### config.mk
export PLATFORM = sky130hd
export DESIGN_NAME = dpram_port_driver
export DESIGN_NICKNAME = d
export VERILOG_FILES = /design/src/rtl/dpram_port_driver_pkg.sv /design/src/rtl/dpram_rsp_fifo.sv /design/src/rtl/dpram_port_driver.sv
export SDC_FILE = /design/constraint.sdc
export NUM_CORES = 1
export LEC_CHECK = 0
export ABC_AREA = 0
export CAP_MARGIN = 20
export CELL_PAD_IN_SITES_DETAIL_PLACEMENT = 2
export CELL_PAD_IN_SITES_GLOBAL_PLACEMENT = 2
export CORE_ASPECT_RATIO = 0.6
export CORE_UTILIZATION = 31
export DETAILED_ROUTE_END_ITERATION = 8
export HOLD_SLACK_MARGIN = 0.06
export PLACE_DENSITY = 0.87
export SKIP_CTS_REPAIR_TIMING = 1
export SYNTH_ARGS = -nofsm -noshare
export SYNTH_HDL_FRONTEND = slang
export SYNTH_SLANG_ARGS = --single-unit
export TNS_END_PERCENT = 50
### constraint.sdc
create_clock -name clk -period 3.3 [get_ports clk]
set_input_delay 0.495 -clock clk [delete_from_list [all_inputs] [get_ports clk]]
set_output_delay 0.495 -clock clk [all_outputs]
set_load 0.05 [all_outputs]
### src/rtl/dpram_port_driver_pkg.sv
// Shared types and constants for the dual-port RAM port driver.
//   state_e    : burst sequencer states
//   DEF_DW/AW/LW : default data, address and burst-length widths
//   RESP_DEPTH : read response buffer depth; also caps outstanding reads
package dpram_port_driver_pkg;

  localparam int unsigned DEF_DW     = 8;
  localparam int unsigned DEF_AW     = 6;
  localparam int unsigned DEF_LW     = 4;
  localparam int unsigned RESP_DEPTH = 2;

  typedef enum logic [1:0] {
    ST_IDLE  = 2'd0,
    ST_WRITE = 2'd1,
    ST_READ  = 2'd2,
    ST_DRAIN = 2'd3
  } state_e;

endpackage

### src/rtl/dpram_rsp_fifo.sv
// Small synchronous FIFO that buffers read responses as {last, data}.
// Ports:
//   clk, rst_n : clock, synchronous active-low reset
//   i_push, i_wdata : write one entry (ignored when full)
//   i_pop      : drop the head entry (ignored when empty)
//   o_rdata    : head entry (all zeros after reset)
//   o_count    : number of stored entries
module dpram_rsp_fifo
  import dpram_port_driver_pkg::*;
#(
  parameter int unsigned W     = DEF_DW + 1,
  parameter int unsigned DEPTH = RESP_DEPTH,
  localparam int unsigned PW   = (DEPTH > 1) ? $clog2(DEPTH) : 1,
  localparam int unsigned CW   = $clog2(DEPTH + 1)
) (
  input  logic          clk,
  input  logic          rst_n,
  input  logic          i_push,
  input  logic [W-1:0]  i_wdata,
  input  logic          i_pop,
  output logic [W-1:0]  o_rdata,
  output logic [CW-1:0] o_count
);

  logic [W-1:0]  r_mem [DEPTH];
  logic [PW-1:0] r_wptr;
  logic [PW-1:0] r_rptr;
  logic [CW-1:0] r_count;
  logic          w_push;
  logic          w_pop;

  function automatic logic [PW-1:0] ptr_inc(input logic [PW-1:0] p);
    return (p == PW'(DEPTH - 1)) ? '0 : p + PW'(1);
  endfunction

  assign w_push = i_push && (r_count != CW'(DEPTH));
  assign w_pop  = i_pop && (r_count != '0);

  // Storage, pointers and occupancy
  always_ff @(posedge clk) begin
    if (!rst_n) begin
      for (int i = 0; i < int'(DEPTH); i++) r_mem[i] <= '0;
      r_wptr  <= '0;
      r_rptr  <= '0;
      r_count <= '0;
    end else begin
      if (w_push) begin
        r_mem[r_wptr] <= i_wdata;
        r_wptr        <= ptr_inc(r_wptr);
      end
      if (w_pop) r_rptr <= ptr_inc(r_rptr);
      case ({w_push, w_pop})
        2'b10:   r_count <= r_count + CW'(1);
        2'b01:   r_count <= r_count - CW'(1);
        default: r_count <= r_count;
      endcase
    end
  end

  assign o_rdata = r_mem[r_rptr];
  assign o_count = r_count;

endmodule

### src/rtl/dpram_port_driver.sv
// Burst initiator for one port of a synchronous dual-port RAM.
// Ports:
//   clk, rst_n                      : clock, synchronous active-low reset
//   cmd_valid/ready/write/addr/len/data : burst command (len = beats - 1)
//   mem_addr/wdata/we/re, mem_rdata : RAM port pins (rdata one cycle after re)
//   rsp_valid/ready/data/last       : read response stream
//   busy                            : high whenever a burst is in progress
module dpram_port_driver
  import dpram_port_driver_pkg::*;
#(
  parameter int unsigned DW = DEF_DW,
  parameter int unsigned AW = DEF_AW,
  parameter int unsigned LW = DEF_LW
) (
  input  logic          clk,
  input  logic          rst_n,
  input  logic          cmd_valid,
  output logic          cmd_ready,
  input  logic          cmd_write,
  input  logic [AW-1:0] cmd_addr,
  input  logic [LW-1:0] cmd_len,
  input  logic [DW-1:0] cmd_data,
  output logic [AW-1:0] mem_addr,
  output logic [DW-1:0] mem_wdata,
  output logic          mem_we,
  output logic          mem_re,
  input  logic [DW-1:0] mem_rdata,
  output logic          rsp_valid,
  input  logic          rsp_ready,
  output logic [DW-1:0] rsp_data,
  output logic          rsp_last,
  output logic          busy
);

  localparam int unsigned CW = $clog2(RESP_DEPTH + 1);
  localparam int unsigned OW = CW + 1;

  state_e        r_state;
  state_e        w_state_nxt;
  logic [AW-1:0] r_mem_addr;
  logic [AW-1:0] w_addr_nxt;
  logic [DW-1:0] r_mem_wdata;
  logic [DW-1:0] w_wdata_nxt;
  logic          r_mem_we;
  logic          w_we_nxt;
  logic [LW-1:0] r_cnt;
  logic [LW-1:0] w_cnt_nxt;
  logic          r_cmd_ready;
  logic          r_busy;
  logic          r_inflight;
  logic          r_inflight_last;
  logic          w_mem_re;
  logic          w_re_last;
  logic          w_pop;
  logic [OW-1:0] w_occ;
  logic          w_credit_ok;
  logic [CW-1:0] w_fifo_count;
  logic [DW:0]   w_fifo_head;

  // Read issue budget: entries left after this cycle's pop plus the read
  // whose data lands this cycle. Counting the pop lets a consumer that is
  // always ready sustain one beat per cycle with only two buffer slots.
  assign w_pop       = rsp_valid && rsp_ready;
  assign w_occ       = OW'(w_fifo_count) + OW'(r_inflight) - OW'(w_pop);
  assign w_credit_ok = (w_occ < OW'(RESP_DEPTH));
  assign w_re_last   = w_mem_re && (r_cnt == '0);

  // Next-state and next-beat computation
  always_comb begin
    w_state_nxt = r_state;
    w_addr_nxt  = r_mem_addr;
    w_wdata_nxt = r_mem_wdata;
    w_we_nxt    = 1'b0;
    w_cnt_nxt   = r_cnt;
    w_mem_re    = 1'b0;
    unique case (r_state)
      ST_IDLE: begin
        if (cmd_valid) begin
          w_addr_nxt = cmd_addr;
          w_cnt_nxt  = cmd_len;
          if (cmd_write) begin
            w_wdata_nxt = cmd_data;
            w_we_nxt    = 1'b1;
            w_state_nxt = ST_WRITE;
          end else begin
            w_state_nxt = ST_READ;
          end
        end
      end
      ST_WRITE: begin
        if (r_cnt == '0) begin
          w_state_nxt = ST_IDLE;
        end else begin
          w_we_nxt    = 1'b1;
          w_addr_nxt  = r_mem_addr + AW'(1);
          w_wdata_nxt = r_mem_wdata + DW'(1);
          w_cnt_nxt   = r_cnt - LW'(1);
        end
      end
      ST_READ: begin
        if (w_credit_ok) begin
          w_mem_re = 1'b1;
          // Address stays on the final beat so it holds once idle
          if (r_cnt == '0) begin
            w_state_nxt = ST_DRAIN;
          end else begin
            w_addr_nxt = r_mem_addr + AW'(1);
            w_cnt_nxt  = r_cnt - LW'(1);
          end
        end
      end
      ST_DRAIN: begin
        if ((w_fifo_count == '0) && !r_inflight) w_state_nxt = ST_IDLE;
      end
      default: w_state_nxt = ST_IDLE;
    endcase
  end

  // State and registered outputs
  always_ff @(posedge clk) begin
    if (!rst_n) begin
      r_state         <= ST_IDLE;
      r_mem_addr      <= '0;
      r_mem_wdata     <= '0;
      r_mem_we        <= 1'b0;
      r_cnt           <= '0;
      r_cmd_ready     <= 1'b1;
      r_busy          <= 1'b0;
      r_inflight      <= 1'b0;
      r_inflight_last <= 1'b0;
    end else begin
      r_state         <= w_state_nxt;
      r_mem_addr      <= w_addr_nxt;
      r_mem_wdata     <= w_wdata_nxt;
      r_mem_we        <= w_we_nxt;
      r_cnt           <= w_cnt_nxt;
      r_cmd_ready     <= (w_state_nxt == ST_IDLE);
      r_busy          <= (w_state_nxt != ST_IDLE);
      r_inflight      <= w_mem_re;
      r_inflight_last <= w_re_last;
    end
  end

  // RAM data is captured the cycle after issue; reset drops it unseen
  dpram_rsp_fifo #(
    .W     (DW + 1),
    .DEPTH (RESP_DEPTH)
  ) u_rsp_fifo (
    .clk     (clk),
    .rst_n   (rst_n),
    .i_push  (r_inflight),
    .i_wdata ({r_inflight_last, mem_rdata}),
    .i_pop   (w_pop),
    .o_rdata (w_fifo_head),
    .o_count (w_fifo_count)
  );

  assign cmd_ready = r_cmd_ready;
  assign busy      = r_busy;
  assign mem_addr  = r_mem_addr;
  assign mem_wdata = r_mem_wdata;
  assign mem_we    = r_mem_we;
  assign mem_re    = w_mem_re;
  assign rsp_valid = (w_fifo_count != '0);
  assign rsp_data  = w_fifo_head[DW-1:0];
  assign rsp_last  = w_fifo_head[DW];

endmodule

[Yosys cells after proc, flatten, opt, wreduce, memory -nomap -nowiden]
Memories as Yosys holds them, arrays and structs flattened. A register that Yosys moved wholly into a read port is not among the register bits.
Index checks and enable logic that the tools add are counted.
Word-level totals
  register bits: 29
  memory bits (writable): 18
  input port bits: 31
  output and inout port bits: 28
  logic and storage cells: 88
  memories: 1
Cells by class
  add/subtract/negate cells: 9
  order comparisons: 1
  equal/unequal tests: 10
  muxes and demuxes: 37
  reduce and logical (&&, ||, !) cells: 18
Memories
  u_rsp_fifo.r_mem: depth 2, bits a word 9, rd ports 1, clocked after memory_dff 1, write ports 2, RTL line dpram_rsp_fifo.sv:25  | logic [W-1:0] r_mem [DEPTH];
Operators by type and width (count)
  $mux 8: 3
  $mux 6: 3
  $pmux 6 s3: 1
  $pmux 8 s2: 1
  $mux 1: 15
  $mux 2: 6
  $mux 4: 3
  $pmux 4 s3: 1
  $ne 2x2->1 const B: 5
  $mux 9: 1
  $reduce_or 9->1: 1
  $add 8x1->8 const B: 1
  $pmux 2 s4: 1
  $reduce_bool 2->1: 4
  $add 6x1->6 const B: 1
  $eq 2x2->1 const B: 3
  $logic_not 2->1: 3
  $logic_and 1x1->1: 5
  $eq 2x1->1 const B: 2
  $logic_not 4->1: 1
  $pmux 2 s2: 1
  $reduce_and 4->1: 1
  $sub 4x1->4 const B: 1
  $add 2x1->3: 1
  other kinds (9): 10

[Depth between registers and ports, before layout]
Gate-level depths: netlist of the first run.
  depth in word-level cells: 7
  gate-level depth with buffers: 9
  gate-level depth less buffers: 9

[By module]
Synthesis of the first run repeated with hierarchy kept, for this count alone.
Second synthesis, totals
  cell total of the unflattened synthesis: 273
  area, all modules: 2597.5 um2
By module, submodules not included
  dpram_port_driver: times used 1, cells each 189, area each 1595.3 um2, seq. area each 500.5 um2
  dpram_rsp_fifo: times used 1, cells each 84, area each 1002.2 um2, seq. area each 640.6 um2

[Least setup slack after synthesis of the first run]
No wires, ideal clock.
  path type: flip-flop to output port
  start: register u_rsp_fifo.r_count[1] (netlist: u_rsp_fifo.o_count[1])
  end: output mem_re
  arrival: 2.432 ns
  required time: 2.805 ns
  slack: 0.373 ns
  cell stages (with the launch flop): 8
  buffers on the path: 0
  cells stage by stage: dfxtp_1 > or2_2 > and2_1 > ha_1 > nand2b_1 > fa_1 > xnor2_1 > and3_2
On the way
  cells in the longest elaborated chain, start to end: 6
  elaborated cells between the ends (all ways): 7
  those cells by class: 2 x add/sub; 1 x order compare; 2 x mux; 2 x reduce/logical
Ends and longest elaborated chain
  start, declared: RTL line dpram_rsp_fifo.sv:28  | logic [CW-1:0] r_count;
  start signal, assigned: RTL line dpram_rsp_fifo.sv:53  | 2'b10: r_count <= r_count + CW'(1);
  start signal, assigned: RTL line dpram_rsp_fifo.sv:54  | 2'b01: r_count <= r_count - CW'(1);
  start signal, assigned: RTL line dpram_rsp_fifo.sv:55  | default: r_count <= r_count;
  $reduce_bool 2->1: RTL line dpram_port_driver.sv:164  | assign rsp_valid = (w_fifo_count != '0);
  via rsp_valid: RTL line dpram_port_driver.sv:28  | output logic rsp_valid,
  $logic_and 1x1->1: RTL line dpram_port_driver.sv:63  | assign w_pop = rsp_valid && rsp_ready;
  $sub 3x1->3: RTL line dpram_port_driver.sv:64  | assign w_occ = OW'(w_fifo_count) + OW'(r_inflight) - OW'(w_pop);
  $lt 3x2->1: RTL line dpram_port_driver.sv:65  | assign w_credit_ok = (w_occ < OW'(RESP_DEPTH));
  $mux 1: RTL line dpram_port_driver.sv:101  | if (w_credit_ok) begin
  $mux 1: RTL line dpram_port_driver.sv:76  | unique case (r_state)
  end, declared: RTL line dpram_port_driver.sv:26  | output logic mem_re,
The timed path passes the listed nets, and every way through them passes these cells.

[Worst setup path in the final report of the first run]
  start: register u_rsp_fifo.r_count[0] (netlist: u_rsp_fifo.o_count[0])
  end: output mem_re
On the way
  cells in the longest elaborated chain, start to end: 6
  elaborated cells between the ends (all ways): 7
  those cells by class: 2 x add/sub; 1 x order compare; 2 x mux; 2 x reduce/logical
Ends and longest elaborated chain (RTL line)
  parallel branches: the longest is 2 deep, another holds $add 2x1->3
  $sub 3x1->3 (*): dpram_port_driver.sv:64
  $lt 3x2->1 (*): dpram_port_driver.sv:65
  $mux 1 (*): dpram_port_driver.sv:101
  $mux 1 (*): dpram_port_driver.sv:76
Mark *: on every way between the ends.

==> summary.md, run 1 <==
| Metric | Value |
|---|---|
| Status | complete, no violations |
| FILL cells | 850 |
| Nets | between 300 and 400 |
| Synth top area cells | dfxtp_1 (23%), edfxtp_1 (21%), and2_1 (5.8%), ha_1 (4.4%), mux2_2 (4.4%) |
| Final worst path period need | 3.24 ns |
| N_diodes | 0 |
| Hold Path Class | reg2reg |
| Wirelength per Cell | approximately 22 um |
| Post-synth EDFFs | 18 |
| Top cell types by occurrence after synthesis | dfxtp_1 (30), and2_1 (24), edfxtp_1 (18), nor2_1 (18) |
| Critical Path RT | 2.80 ns |
| CP Capture Type | primary output |
| Vias/cell | 5.31 |
| P per Cell Area | 649 nW/um2 |
| Max-Slew Margin vs Limit | between 40% and 50% |
| Yosys top cell area share | 23.3% |
| Post-synth ARST share | 0% |
| Post-Synthesis Cells | between 200 and 300 |
| Port bufs | 58 |
| Number of remaining DRC errors | 0 |
| Leak Pwr | between 0.001 and 0.0015 uW |
| Detailed placement HPWL | between 6000 and 7000 um |
| Synth unique cells | 58 |
| Wl on met1 | 4350 um |
| Routed length on met3 | between 200 and 300 um |
| Mean Syn Cell Area | 10.0 um2 |
| Initial Utilization | 32.3% |
| Worst reg2reg endpoint | r_cnt[0]$_SDFFE_PN0P_ |
| Worst-Margin Slew | 0.828 ns |
| Max Slew Vio Count | 0 |
| Metal2 WL | between 4000 and 5000 um |
| Crit Path Max Fanout | 6 |
| Setup Skew | 0.00538 ns |
| Yosys reg bits | 48 |
| Mapped Area | about 2600 um2 |
| Critical R2R Launch | u_rsp_fifo.o_count[0]$_SDFFE_PN0P_ |
| Worst Path Arrival | around 2.8 ns |
| Area grow syn2layout | 34.7% |
| Core area | about 8000 um2 |
| All-Layer GR Usage | 22.4% |
| Flop-to-flop setup slack | 0.30 ns |
| Core Util, Final | 43.6% |
| Clock Path Buffers | 2 |
| Die H | 72.6 um |
| VDD IR max | 0.202 mV |
| Final setup viols | 0 |
| TritonCTS clock tree | yes |
| Top_reg_cell synth | dfxtp_1 |
| First-pass GRT wire length | about 15000 um |
| Top Metal Used | met4 |
| First drt pass iteration count | 4 |
| TritonCTS buffer count | 5 |
| Boundary Pins | a little under 60 |
| Worst-path cell chain | or2_2 -> and2_1 -> ha_1 -> nand2b_1 -> fa_1 -> xnor2_2 -> and3_4 -> buf_12 |
| Routed Wire Length | 9240 um |
| Worst Setup SP | u_rsp_fifo.o_count[0]$_SDFFE_PN0P_ |
| Yosys warning count | 0 |
| Max incr delay on CP | 0.43 ns |
| CTS root buf | clkbuf_16 |
| Placed cell count | 419 |
| Final Hold Fails | 0 |
| Via Count | 2267 |
| Clock sinks | 48 |
| Cell taking the most area after synthesis | dfxtp_1 |
| Antenna violations before repair | 0 |
| Chip width | 120 um |
| Antenna Nets Post-Route | 0 |
| Crit path capture | mem_re |
| Syn nets | ~300 |
| Standard-cell rows | 25 |
| Clock latency at the later pin of the worst-skew pair | 0.29 ns |
| Fmax | 0.308 GHz |
| Crit path kind | reg2out |
| Top-count cell post-synth | dfxtp_1 |
| Cell at the slowest stage of the critical path | fa_1 |
| RePlAce Congestion | 0.769 |
| Layout Cells excl Fill | 427 |
| Seq/Total Area, Yosys | around 44% |
| Final worst-path cycle share | 98.3% |
| R2R depth | 9 |
| Clk slew on worst S/H paths | 0.07 ns |
| Maximum capacitance violations | 0 |
| Max H-tree Level | 2 |
| Number of global-route vias before repair | 2522 |
| Die area | 8700 um2 |
| Startpoint Class | flop |
| Initial DRC Count | 98 |
| Layout cells sized above 1 | between 10% and 20% |
| Largest net degree at the start of global routing | 23 |
| Remaining Overflow, GRT | 0 |
## critical path: cells and delay by family (launching register included)
kind / cells / cell delay (ns)
flops: 1 / 0.40
xor+xnor: 1 / 0.22
fa+ha+maj: 2 / 0.73
simple gates: 4 / 0.97
buf+inv: 1 / 0.14
## worst min path at each step
stage,endpoint,from,depth (start not counted),slack (ns)
2_1_floorplan,r_cnt[1]$_SDFFE_PN0P_,r_cnt[1]$_SDFFE_PN0P_,2,0.47
3_3_place_gp,mem_wdata[7]$_SDFFE_PN0P_,mem_wdata[7]$_SDFFE_PN0P_,2,0.48
3_5_place_dp,mem_wdata[7]$_SDFFE_PN0P_,mem_wdata[7]$_SDFFE_PN0P_,2,0.49
4_1_cts,mem_wdata[7]$_SDFFE_PN0P_,mem_wdata[7]$_SDFFE_PN0P_,2,0.50
6_report,mem_wdata[7]$_SDFFE_PN0P_,mem_wdata[7]$_SDFFE_PN0P_,2,0.50
5_1_grt,mem_wdata[7]$_SDFFE_PN0P_,mem_wdata[7]$_SDFFE_PN0P_,2,0.53
## sequential cells by signal, indices dropped and copies added, names as in the netlist, 2 cells and up, named ones only
| signal | cells |
|---|---|
| mem_addr | 6 |
| mem_wdata | 8 |
| r_cnt | 4 |
| r_state | 2 |
| u_rsp_fifo.o_count | 2 |
| u_rsp_fifo.r_mem | 18 |
## where the power goes
| part | switching [uW] | total, uW | internal (uW) |
|---|---|---|---|
| sequential | 96.3 | 787 | 691 |
| combinational | 542 | 872 | 330 |
| clock | 234 | 594 | 361 |
## cell families (layout without fill, tap and decap cells)
logic type | count (synthesis) | after routing | share of synthesized area [%]
and+or+nand+nor | 89 | 89 | 18.5
muxes | 17 | 17 | 7.08
buffers and inverters | 26 | 88 | 4.75
DFF | 48 | 48 | 44.3
AOI/OAI and AO/OA | 62 | 62 | 18.5
adders and majority gates | 10 | 10 | 5.14
xor gates and xnor gates | 5 | 5 | 1.70
## metrics by stage
| step | total power (uW) | setup WS (ns) | cell area (um2) | hold WS (ns) | setup TNS [ns] |
|---|---|---|---|---|---|
| after floorplan | 1350 | 0.373 | 2580 | 0.472 | 0 |
| after global placement | 1590 | 0.249 | 3290 | 0.482 | 0 |
| after detailed placement | 1630 | 0.175 | 3290 | 0.488 | 0 |
| after CTS | 2260 | -0.0203 | 3460 | 0.501 | -0.0203 |
| after global routing | 2350 | -0.0289 | 3470 | 0.529 | -0.0289 |
| final | 2250 | 0.0567 | 3470 | 0.498 | 0 |
## layout make-up
cell class | count | area [um2] | share of cell area [%]
timing repair buffer | 65 | 643 | 18.5
clock buffer | 5 | 125 | 3.60
clock inverter | 3 | 46.3 | 1.33
tap | 108 | 135 | 3.89
sequential | 48 | 1140 | 32.9
inverter | 15 | 56.3 | 1.62
multi-input combinational | 183 | 1330 | 38.2
## routing by layer
| metal | up-vias | track usage [%] |
|---|---|---|
| li1 | 1061 | - |
| met1 | 1143 | 28.9 |
| met2 | 49 | 38.2 |
| met3 | 14 | 4.14 |
| met4 | 0 | 7.64 |
| met5 | - | 0 |
## placed cells by master, fill, tap and decap left out, types with 3 or more instances in the layout
| master | n |
|---|---|
| o31ai_1 | 3 |
| mux2_2 | 10 |
| a211oi_1 | 6 |
| o2bb2ai_1 | 3 |
| a21oi_1 | 10 |
| o21ai_0 | 12 |
| buf_4 | 7 |
| edfxtp_1 | 18 |
| nand2_1 | 15 |
| clkdlybuf4s50_1 | 57 |
| clkbuf_16 | 5 |
| nand3_1 | 7 |
| ha_1 | 9 |
| o32ai_1 | 4 |
| dfxtp_1 | 29 |
| nor3_1 | 6 |
| and2_1 | 24 |
| nor2b_1 | 4 |
| mux2i_1 | 7 |
| nor2_1 | 18 |
| inv_1 | 15 |
| xnor2_1 | 3 |
Power figures use the tool's default switching activity.
==> run 2, diff against run 1 <==
--- a/config.mk
+++ b/config.mk
@@ -10,7 +10,9 @@
 export CELL_PAD_IN_SITES_DETAIL_PLACEMENT = 2
 export CELL_PAD_IN_SITES_GLOBAL_PLACEMENT = 2
 export CORE_ASPECT_RATIO = 0.6
+export CORE_MARGIN = 4
 export CORE_UTILIZATION = 31
+export CTS_CLUSTER_SIZE = 16
 export DETAILED_ROUTE_END_ITERATION = 8
 export HOLD_SLACK_MARGIN = 0.06
 export PLACE_DENSITY = 0.87
==> summary.md, run 2 (synthesis results as in run 1) <==
| Metric | Value |
|---|---|
| VDD IR max | 0.257 mV (+27%) |
| Layout Cells excl Fill | 429 (+0.47%) |
| Largest net degree at the start of global routing | 22 (-4.3%) |
| TritonCTS buffer count | 5 (unchanged) |
| Layout cells sized above 1 | 12.5% (+0.24 points) |
| Area grow syn2layout | 34.3% |
| Standard-cell rows | 25 (unchanged) |
| Crit path kind | reg2out |
| First drt pass iteration count | 4 (unchanged) |
| Most frequent cells in the layout | clkdlybuf4s50_1 (57), dfxtp_1 (29), and2_1 (24) |
| Die H | 78.6 um (+8.3%) |
| Antenna Nets Post-Route | 0 (unchanged) |
| Setup tns final | 0 ns (unchanged) |
| Boundary Pins | 59 (unchanged) |
| Routed Wire Length | 7930 um (-14%) |
| Initial DRC Count | 132 (+35%) |
| Clock latency at the later pin of the worst-skew pair | 0.29 ns (about the same) |
| Number of remaining DRC errors | 0 (unchanged) |
| Final Hold Fails | 0 (unchanged) |
| Worst-Margin Slew | 0.859 ns (+0.0316 ns) |
| Power, Total | 2130 uW (-5.6%) |
| Number of global-route vias before repair | 2418 (-4.1%) |
| All-Layer GR Usage | 16.6% (-5.8 points) |
| Status | complete, no violations |
| Max Slew Vio Count | 0 (unchanged) |
| Max H-tree Level | 2 (unchanged) |
| CTS root buf | clkbuf_16 |
| Critical Path RT | 2.80 ns (about the same) |
| Port bufs | 58 (unchanged) |
| Largest reg by FF count | u_rsp_fifo.r_mem |
| Clock Path Buffers | 2 (unchanged) |
| Antenna violations before repair | 0 (unchanged) |
| Vias/cell | 5.10 (-3.8%) |
| Clk slew on worst S/H paths | 0.06 ns (about the same) |
| Clock sinks | 48 (unchanged) |
| N_diodes | 0 (unchanged) |
| Placed cell count | 421 (+0.48%) |
| Max-Slew Margin vs Limit | 42.4% (-2.5 points) |
| Final worst-path cycle share | 95.7% (-2.5 points) |
| Die area | 9890 um2 (+14%) |
| Crit Path Max Fanout | 7 (+1) |
| Initial Utilization | 32.3% (unchanged) |
| Setup Skew | 0.00448 ns (-0.000904 ns) |
| P per Cell Area | 615 nW/um2 (-5.2%) |
| Most common cell after layout, fill and taps aside | clkdlybuf4s50_1 |
| Worst Path Arrival | 2.66 ns (-0.09 ns) |
| Nets | 361 (+0.56%) |
| Wirelength per Cell | 18.5 um (-15%) |
| Chip width | 126 um (+5.0%) |
| Maximum capacitance violations | 0 (unchanged) |
| RePlAce Congestion | 0.791 (+2.8%) |
| Via Count | 2190 (-3.4%) |
| First-pass GRT wire length | 13100 um (-9.6%) |
| Final setup viols | 0 (unchanged) |
| Leak Pwr | 0.00129 uW (-0.51%) |
| Final worst path period need | 3.16 ns (-0.0839 ns) |
| Startpoint Class | flop |
| CP Capture Type | primary output |
| Hold Path Class | reg2reg |
| Max reg flops | 18 (unchanged) |
| TritonCTS clock tree | yes |
| Fmax | 0.317 GHz (+2.7%) |
| Core area | 7980 um2 (unchanged) |
| RSZ-0062 raised after global routing | no |
| Detailed placement HPWL | 5870 um (-8.9%) |
| Remaining Overflow, GRT | 0 (unchanged) |
run 2: where the power goes:
part | switching [uW] | internal [uW]
logic | 513 | 333
clock network | 221 | 278
registers | 92.2 | 691
total | 826 | 1300
run 2: worst paths after layout:
check                                     startpoint                       end  slack (ns)  cells past startpoint
hold reg to reg             mem_addr[4]$_SDFFE_PN0P_  mem_addr[4]$_SDFFE_PN0P_        0.51                      2
hold / removal              mem_addr[4]$_SDFFE_PN0P_  mem_addr[4]$_SDFFE_PN0P_        0.51                      2
setup reg to reg  u_rsp_fifo.o_count[1]$_SDFFE_PN0P_     r_cnt[0]$_SDFFE_PN0P_        0.42                      9
setup / recovery  u_rsp_fifo.o_count[1]$_SDFFE_PN0P_                    mem_re        0.14                      8
run 2: layer usage:
layer  vias to the layer above  wire length, um  global-route usage, %
met3                         5              259                   3.54
met1                      1087             3970                   23.2
met2                        40             3630                   26.5
met5                         -                0                      0
li1                       1058                -                      -
met4                         0               62                   3.85
run 2: stage by stage:
stage / setup WS [ns] / hold WS, ns / cell area (um2) / utilization [%]
CTS: -0.00472 / 0.515 / 3450 / 43.2
floorplan: 0.373 / 0.472 / 2580 / -
detailed placement: 0.161 / 0.506 / 3310 / 41.4
global placement: 0.229 / 0.477 / 3310 / 41.4
finish: 0.141 / 0.510 / 3460 / 43.4
global route: 0.0160 / 0.542 / 3460 / 43.4
run 2: layout make-up:
class / count / area (um2)
Fill cell: 858 / 4510
Timing Repair Buffer: 67 / 658
Inverter: 15 / 56.3
Clock buffer: 5 / 125
Sequential cell: 48 / 1140
Clock inverter: 3 / 18.8
Tap cell: 108 / 135
Multi-Input combinational cell: 183 / 1330
run 2: worst max-delay path, stage by stage (launching register included):
cell and delay [ns]:
dfxtp_2 0.37, or2_2 0.31, and2_1 0.21, ha_1 0.29
nand2b_1 0.15, fa_1 0.42, xnor2_2 0.20, and3_4 0.26
buf_12 0.14
==> run 3, diff against run 2 <==
--- a/config.mk
+++ b/config.mk
@@ -12,6 +12,7 @@
 export CORE_ASPECT_RATIO = 0.6
 export CORE_MARGIN = 4
 export CORE_UTILIZATION = 31
+export CTS_CLUSTER_DIAMETER = 60
 export CTS_CLUSTER_SIZE = 16
 export DETAILED_ROUTE_END_ITERATION = 8
 export HOLD_SLACK_MARGIN = 0.06
==> results of run 3 <==
The final DEF is identical to that of run 2; final timing and power are the same.
